File: src/rtl/bfly_r2_pipe_pkg.sv
// Shared constants and elaboration-time twiddle math for the radix-2 butterfly.
// Twiddles are Q1.(TW_W-1) with +1.0 encoded as 2^(TW_W-1)-1; angles are Q28 fixed point.
package bfly_r2_pipe_pkg;

  localparam int DEF_DATA_W    = 16;
  localparam int DEF_TW_W      = 16;
  localparam int DEF_TW_ADDR_W = 4;
  localparam int DEF_TAG_W     = 8;
  localparam int BFLY_LAT      = 4;

  localparam int     ANG_FRAC = 28;
  localparam longint PI_Q28   = 64'sd843314857;

  // Taylor series in Q28, odd=1 gives sin(x), odd=0 gives cos(x); accurate for |x| <= pi.
  function automatic longint taylor_q28(input longint x, input logic odd);
    longint term;
    longint sum;
    term = odd ? x : (longint'(1) <<< ANG_FRAC);
    sum  = term;
    for (int i = 1; i <= 12; i++) begin
      term = (term * x) >>> ANG_FRAC;
      term = (term * x) >>> ANG_FRAC;
      term = -term / (odd ? longint'((2*i) * (2*i+1)) : longint'((2*i-1) * (2*i)));
      sum  = sum + term;
    end
    return sum;
  endfunction

  // Round-half-away-from-zero of a Q28 value scaled by 2^(tw_w-1)-1.
  function automatic longint tw_quant(input longint v, input int tw_w);
    longint m;
    longint p;
    longint half;
    m    = (longint'(1) <<< (tw_w - 1)) - 1;
    p    = v * m;
    half = longint'(1) <<< (ANG_FRAC - 1);
    if (p >= 0) return (p + half) >>> ANG_FRAC;
    else        return -((-p + half) >>> ANG_FRAC);
  endfunction

endpackage

File: src/rtl/bfly_r2_pipe_twiddle_rom.sv
// Registered twiddle lookup: wr = cos(2*pi*k/N), wi = -sin(2*pi*k/N), wi negated for inverse.
// Table holds N/2 entries built at elaboration; k wraps naturally by its width.
module bfly_twiddle_rom
  import bfly_r2_pipe_pkg::*;
#(
  parameter int TW_ADDR_W = DEF_TW_ADDR_W,
  parameter int TW_W      = DEF_TW_W
) (
  input  logic                        clk,
  input  logic                        en,
  input  logic [TW_ADDR_W-1:0]        k,
  input  logic                        inv,
  output logic signed [TW_W-1:0]      wr,
  output logic signed [TW_W-1:0]      wi
);

  localparam int DEPTH = 1 << TW_ADDR_W;

  logic signed [TW_W-1:0] cos_tab  [DEPTH];
  logic signed [TW_W-1:0] nsin_tab [DEPTH];

  for (genvar g = 0; g < DEPTH; g++) begin : g_tab
    localparam longint THETA = (PI_Q28 * longint'(g)) >>> TW_ADDR_W;
    localparam logic signed [TW_W-1:0] CV = TW_W'(tw_quant(taylor_q28(THETA, 1'b0), TW_W));
    localparam logic signed [TW_W-1:0] SV = TW_W'(-tw_quant(taylor_q28(THETA, 1'b1), TW_W));
    assign cos_tab[g]  = CV;
    assign nsin_tab[g] = SV;
  end

  always_ff @(posedge clk) begin
    if (en) begin
      wr <= cos_tab[k];
      wi <= inv ? -nsin_tab[k] : nsin_tab[k];
    end
  end

endmodule

File: src/rtl/bfly_r2_pipe.sv
// Fully pipelined radix-2 DIT butterfly, X = A + B*W, Y = A - B*W, 4-cycle latency, global stall.
// Define BFLY_SAT_EN to saturate the final reduction to DATA_W instead of wrapping.
module bfly_r2_pipe
  import bfly_r2_pipe_pkg::*;
#(
  parameter int DATA_W    = DEF_DATA_W,
  parameter int TW_W      = DEF_TW_W,
  parameter int TW_ADDR_W = DEF_TW_ADDR_W,
  parameter int TAG_W     = DEF_TAG_W
) (
  input  logic                      clk,
  input  logic                      rst,
  input  logic                      i_valid,
  output logic                      i_ready,
  input  logic signed [DATA_W-1:0]  i_ar,
  input  logic signed [DATA_W-1:0]  i_ai,
  input  logic signed [DATA_W-1:0]  i_br,
  input  logic signed [DATA_W-1:0]  i_bi,
  input  logic [TW_ADDR_W-1:0]      i_k,
  input  logic                      i_inv,
  input  logic                      i_scale,
  input  logic [TAG_W-1:0]          i_tag,
  output logic                      o_valid,
  input  logic                      o_ready,
  output logic signed [DATA_W-1:0]  o_xr,
  output logic signed [DATA_W-1:0]  o_xi,
  output logic signed [DATA_W-1:0]  o_yr,
  output logic signed [DATA_W-1:0]  o_yi,
  output logic [TAG_W-1:0]          o_tag
);

  localparam int PW = DATA_W + TW_W;
  localparam int EW = DATA_W + 2;

  function automatic logic signed [EW-1:0] rnd(input logic signed [PW:0] v);
    logic signed [PW:0] t;
    t = v + ((PW+1)'(1) <<< (TW_W - 2));
    return EW'(t >>> (TW_W - 1));
  endfunction

`ifdef BFLY_SAT_EN
  localparam logic signed [EW-1:0] SAT_HI = EW'((longint'(1) <<< (DATA_W - 1)) - 1);
  localparam logic signed [EW-1:0] SAT_LO = -SAT_HI - EW'(1);

  function automatic logic signed [DATA_W-1:0] reduce(input logic signed [EW-1:0] v);
    if (v > SAT_HI)      return DATA_W'(SAT_HI);
    else if (v < SAT_LO) return DATA_W'(SAT_LO);
    else                 return DATA_W'(v);
  endfunction
`else
  function automatic logic signed [DATA_W-1:0] reduce(input logic signed [EW-1:0] v);
    return DATA_W'(v);
  endfunction
`endif

  function automatic logic signed [DATA_W-1:0] out_fmt(input logic signed [EW-1:0] v,
                                                       input logic s);
    logic signed [EW-1:0] t;
    t = v;
    if (s) begin
      t = v + EW'(1);
      t = t >>> 1;
    end
    return reduce(t);
  endfunction

  logic adv;
  assign adv     = ~o_valid | o_ready;
  assign i_ready = adv;

  // S0: operand capture and registered twiddle read
  logic                     vld_p0, scale_p0;
  logic signed [DATA_W-1:0] ar_p0, ai_p0, br_p0, bi_p0;
  logic signed [TW_W-1:0]   wr_p0, wi_p0;
  logic [TAG_W-1:0]         tag_p0;

  always_ff @(posedge clk) begin
    if (rst)      vld_p0 <= 1'b0;
    else if (adv) vld_p0 <= i_valid;
  end

  always_ff @(posedge clk) begin
    if (adv) begin
      ar_p0    <= i_ar;
      ai_p0    <= i_ai;
      br_p0    <= i_br;
      bi_p0    <= i_bi;
      scale_p0 <= i_scale;
      tag_p0   <= i_tag;
    end
  end

  bfly_twiddle_rom #(.TW_ADDR_W(TW_ADDR_W), .TW_W(TW_W)) u_rom (
    .clk (clk),
    .en  (adv),
    .k   (i_k),
    .inv (i_inv),
    .wr  (wr_p0),
    .wi  (wi_p0)
  );

  // S1: four full-width products
  logic                     vld_p1, scale_p1;
  logic signed [DATA_W-1:0] ar_p1, ai_p1;
  logic signed [PW-1:0]     mrr_p1, mii_p1, mri_p1, mir_p1;
  logic [TAG_W-1:0]         tag_p1;

  always_ff @(posedge clk) begin
    if (rst)      vld_p1 <= 1'b0;
    else if (adv) vld_p1 <= vld_p0;
  end

  always_ff @(posedge clk) begin
    if (adv) begin
      mrr_p1   <= PW'(br_p0) * PW'(wr_p0);
      mii_p1   <= PW'(bi_p0) * PW'(wi_p0);
      mri_p1   <= PW'(br_p0) * PW'(wi_p0);
      mir_p1   <= PW'(bi_p0) * PW'(wr_p0);
      ar_p1    <= ar_p0;
      ai_p1    <= ai_p0;
      scale_p1 <= scale_p0;
      tag_p1   <= tag_p0;
    end
  end

  // S2: complex product combine and round back to DATA_W+2
  logic                     vld_p2, scale_p2;
  logic signed [DATA_W-1:0] ar_p2, ai_p2;
  logic signed [EW-1:0]     pr_p2, pi_p2;
  logic [TAG_W-1:0]         tag_p2;

  always_ff @(posedge clk) begin
    if (rst)      vld_p2 <= 1'b0;
    else if (adv) vld_p2 <= vld_p1;
  end

  always_ff @(posedge clk) begin
    if (adv) begin
      pr_p2    <= rnd((PW+1)'(mrr_p1) - (PW+1)'(mii_p1));
      pi_p2    <= rnd((PW+1)'(mri_p1) + (PW+1)'(mir_p1));
      ar_p2    <= ar_p1;
      ai_p2    <= ai_p1;
      scale_p2 <= scale_p1;
      tag_p2   <= tag_p1;
    end
  end

  // S3: add/subtract, optional halving, reduction to output width
  logic signed [EW-1:0] xr_s, xi_s, yr_s, yi_s;

  always_comb begin
    xr_s = EW'(ar_p2) + pr_p2;
    xi_s = EW'(ai_p2) + pi_p2;
    yr_s = EW'(ar_p2) - pr_p2;
    yi_s = EW'(ai_p2) - pi_p2;
  end

  always_ff @(posedge clk) begin
    if (rst) begin
      o_valid <= 1'b0;
      o_xr    <= '0;
      o_xi    <= '0;
      o_yr    <= '0;
      o_yi    <= '0;
      o_tag   <= '0;
    end else if (adv) begin
      o_valid <= vld_p2;
      if (vld_p2) begin
        o_xr  <= out_fmt(xr_s, scale_p2);
        o_xi  <= out_fmt(xi_s, scale_p2);
        o_yr  <= out_fmt(yr_s, scale_p2);
        o_yi  <= out_fmt(yi_s, scale_p2);
        o_tag <= tag_p2;
      end
    end
  end

endmodule

File: config.mk
export PLATFORM = sky130hd
export DESIGN_NAME = bfly_r2_pipe
export DESIGN_NICKNAME = d
export VERILOG_FILES = /design/src/rtl/bfly_r2_pipe_pkg.sv /design/src/rtl/bfly_r2_pipe_twiddle_rom.sv /design/src/rtl/bfly_r2_pipe.sv
export SDC_FILE = /design/constraint.sdc
export NUM_CORES = 2
export LEC_CHECK = 0
export CAP_MARGIN = 10
export CORE_UTILIZATION = 25
export CTS_BUF_LIST = sky130_fd_sc_hd__clkbuf_16
export CTS_CLUSTER_SIZE = 14
export DETAILED_ROUTE_END_ITERATION = 10
export SYNTH_ARGS = -nofsm -noshare
export SYNTH_HDL_FRONTEND = slang
export SYNTH_SLANG_ARGS = --single-unit
File: constraint.sdc
create_clock -name clk -period 21.6 [get_ports clk]
set_input_delay 4.32 -clock clk [delete_from_list [all_inputs] [get_ports clk]]
set_output_delay 4.32 -clock clk [all_outputs]
set_load 0.01 [all_outputs]
==> results.toml <==
[run_status]
status = "completed"

[yosys]
ys.flop_type = "edfxtp_1"
synthArstFlopShare_pct = 0
yosysSeqAreaShare_pct = 19.7
syn_inst = 6223
synth_area_sq_um = 61000
synth-edff-count = 349
yosys_warnings = 0
synth_cell_types = 97
synth_area_per_cell_sq_um = 9.81
ys_ff_latch = 425
synth.net_count = 7876

[clocking]
cts_root_buf = "clkbuf_16"
cts-htree-levels = 2
clkSinkCount = 425
cts-resized-gates = 0
cts_buffers = 53
worstSkewPairLatency_ns = 0.69
cts_hold_buf = 0
cts_tree = "yes"
clk_pin_slew_ns = 0.07
cts_buffer_depth = 3
cts_setup_buffers = 0

[cells_and_area]
fillers = 25300
final_cells = 9490
drive_gt1_share_pct = 3.34
final_util_pct = 28.0
layout-area-overhead-vs-synth_pct = 11.3
final_nets = 7894

[floorplan]
die_area_sq_um = 246000
fp.dieH_um = 496
core_sq_um = 243000
start_util_pct = 25.1
num_rows = 181
die_x_um = 496
io_pins = 156

[sta]
setup_slack_ns = 11.13
setup_viol = 0
final_max_slew_viol_count = 0
fmax_ghz = 0.0955
tightest_slew_ns = 1.08
final.period_utilization_pct = 48.5
slew_headroom_pct = 28.3
fin_tns_setup_ns = 0
skew_ns = 0.0414
rsz0062_at_grt = "false"
final.min_clock_period_ns = 10.47
hold_viol_final = 0

[critical_path]
critPathLaunchType = "input pin"
worstPathRequired_ns = 17.28
crit_path_end_kind = "output port"
ff2ff_path_depth = 21
critPathArrivalTime_ns = 6.15
critPathLaunch = "o_ready"
path_class = "in2out"
cp_max_fo = 49
timing.rr.start = "u_rom.wr[15]$_SDFFCE_PN0N_"

[drt]
drc = 0
first_pass_iters = 7
post_drt_via_cell_ratio = 4.47
wl_per_cell_um = 16.1
drtAntennaViolNets = 0
num_vias = 42500
drt_iter0_markers = 2384
drt-total-wl_um = 153000

[grt]
grt_pass1_wl_um = 246000
first_global_vias = 45600
gr-usage-all-layers_pct = 12.6
grt_max_degree = 96
overflow = 0
antenna_found_initial = 22

[placed_design]
gp_congestion = 0.861
dp_hpwl_um = 118000
io_buffers = 155
place_inst = 9388
pre_cts_slack_ns = 11.00

[hold_path]
min_from = "scale_p1$_DFFE_PN_"
min_path_cells = 0
hold_path.class = "reg2reg"

[job]
drv_cap = 0
-- cells in the mapped netlist, types with 20 or more instances --
master / number / area, sq um
a211o_1: 20 / 175
edfxtp_1: 349 / 10500
and2_1: 506 / 3170
o21ai_0: 110 / 551
and3_1: 23 / 144
nor3_1: 73 / 365
xor2_1: 73 / 639
o21bai_1: 32 / 240
nor2_1: 276 / 1040
dfxtp_1: 76 / 1520
nand2b_1: 47 / 294
nand2_1: 615 / 2310
xnor2_1: 189 / 1660
ha_1: 519 / 6490
nand3_1: 57 / 285
clkbuf_1: 246 / 923
nor2b_1: 30 / 188
a31oi_1: 20 / 125
inv_1: 1231 / 4620
a21oi_1: 236 / 1180
a21o_1: 57 / 428
or3_1: 22 / 138
a211oi_1: 40 / 300
fa_1: 1052 / 21100
o21a_1: 28 / 210
-- critical path, cell delays in order --
cell and delay [ns]:
clkdlybuf4s50_1 0.48, nand2b_4 0.58, clkdlybuf4s50_1 0.76
-- final cells by class --
| cell class | count | area (sq um) | share of cell area, % |
|---|---|---|---|
| tap | 3202 | 4010 | 5.90 |
| timing repair buffer | 230 | 2110 | 3.11 |
| antenna | 3 | 7.51 | 0.0111 |
| multi-input combinational | 4294 | 43300 | 63.8 |
| sequential | 425 | 12000 | 17.7 |
| inverter | 1237 | 4640 | 6.83 |
| clock buffer | 57 | 1430 | 2.10 |
| clock inverter | 42 | 397 | 0.584 |
-- cell families after synthesis --
| family | share of synthesized area (%) |
|---|---|
| AO/OA/AOI/OAI | 7.58 |
| XOR/XNOR | 3.76 |
| adder cells (fa/ha/maj) | 45.2 |
| buffers and inverters | 9.33 |
| flip-flops | 19.7 |
| multiplexers | 0.371 |
| AND/OR/NAND/NOR | 14.1 |
-- flip-flops by register name, summed over array words and instances, names as in the netlist, 17 cells and up --
register	count
pr_p2	17
mir_p1	32
mii_p1	32
pi_p2	17
mri_p1	32
mrr_p1	32
-- through the flow --
stage,hold WS [ns],cell area [sq um]
after CTS,0.418,67900
after floorplan,0.400,61000
after detailed placement,0.405,66100
after global placement,0.402,66100
after global routing,0.422,67900
final,0.408,67900
-- path summary, 6_finish.rpt --
check                                            end  slack [ns]
worst max-delay path                         i_ready       11.13
worst min-delay path              scale_p2$_DFFE_PN_        0.41
worst max register to register  mrr_p1[31]$_DFFE_PN_       13.75
worst min register to register    scale_p2$_DFFE_PN_        0.41
-- per-layer routing --
layer / track usage [%] / vias up / share of wire (%)
li1: - / 19500 / -
met1: 16.0 / 21700 / 43
met2: 21.9 / 1027 / 48
met3: 2.30 / 212 / 6.7
met4: 2.74 / 28 / 1.8
met5: 0 / - / 0.11
-- cells in the final DEF, fill, tap and decap left out, types with 12 or more instances in the layout --
cell type and count:
a21oi_1 236, nor2_1 276, nand4_1 17, a211o_1 20, nor2b_1 30, inv_1 1239
xor2_1 73, fa_1 1052, a31oi_1 20, a211oi_1 40, nand2_1 614, ha_1 519
nand3_1 57, nor3_1 73, o21bai_1 32, buf_4 75, o21ai_0 110, nand2b_1 46
dfxtp_1 76, clkdlybuf4s50_1 154, o211ai_1 16, clkinv_1 12, or3_1 22, a311oi_1 15
and2_1 505, xnor2_1 189, nor4_1 12, a21o_1 57, clkbuf_16 57, o21a_1 28
a221oi_1 14, mux2i_1 17, edfxtp_1 349, and3_1 23
Power is left out: the tool's default activity adds up to more than one toggle a clock period on the data nets, which glitch-free logic cannot reach.
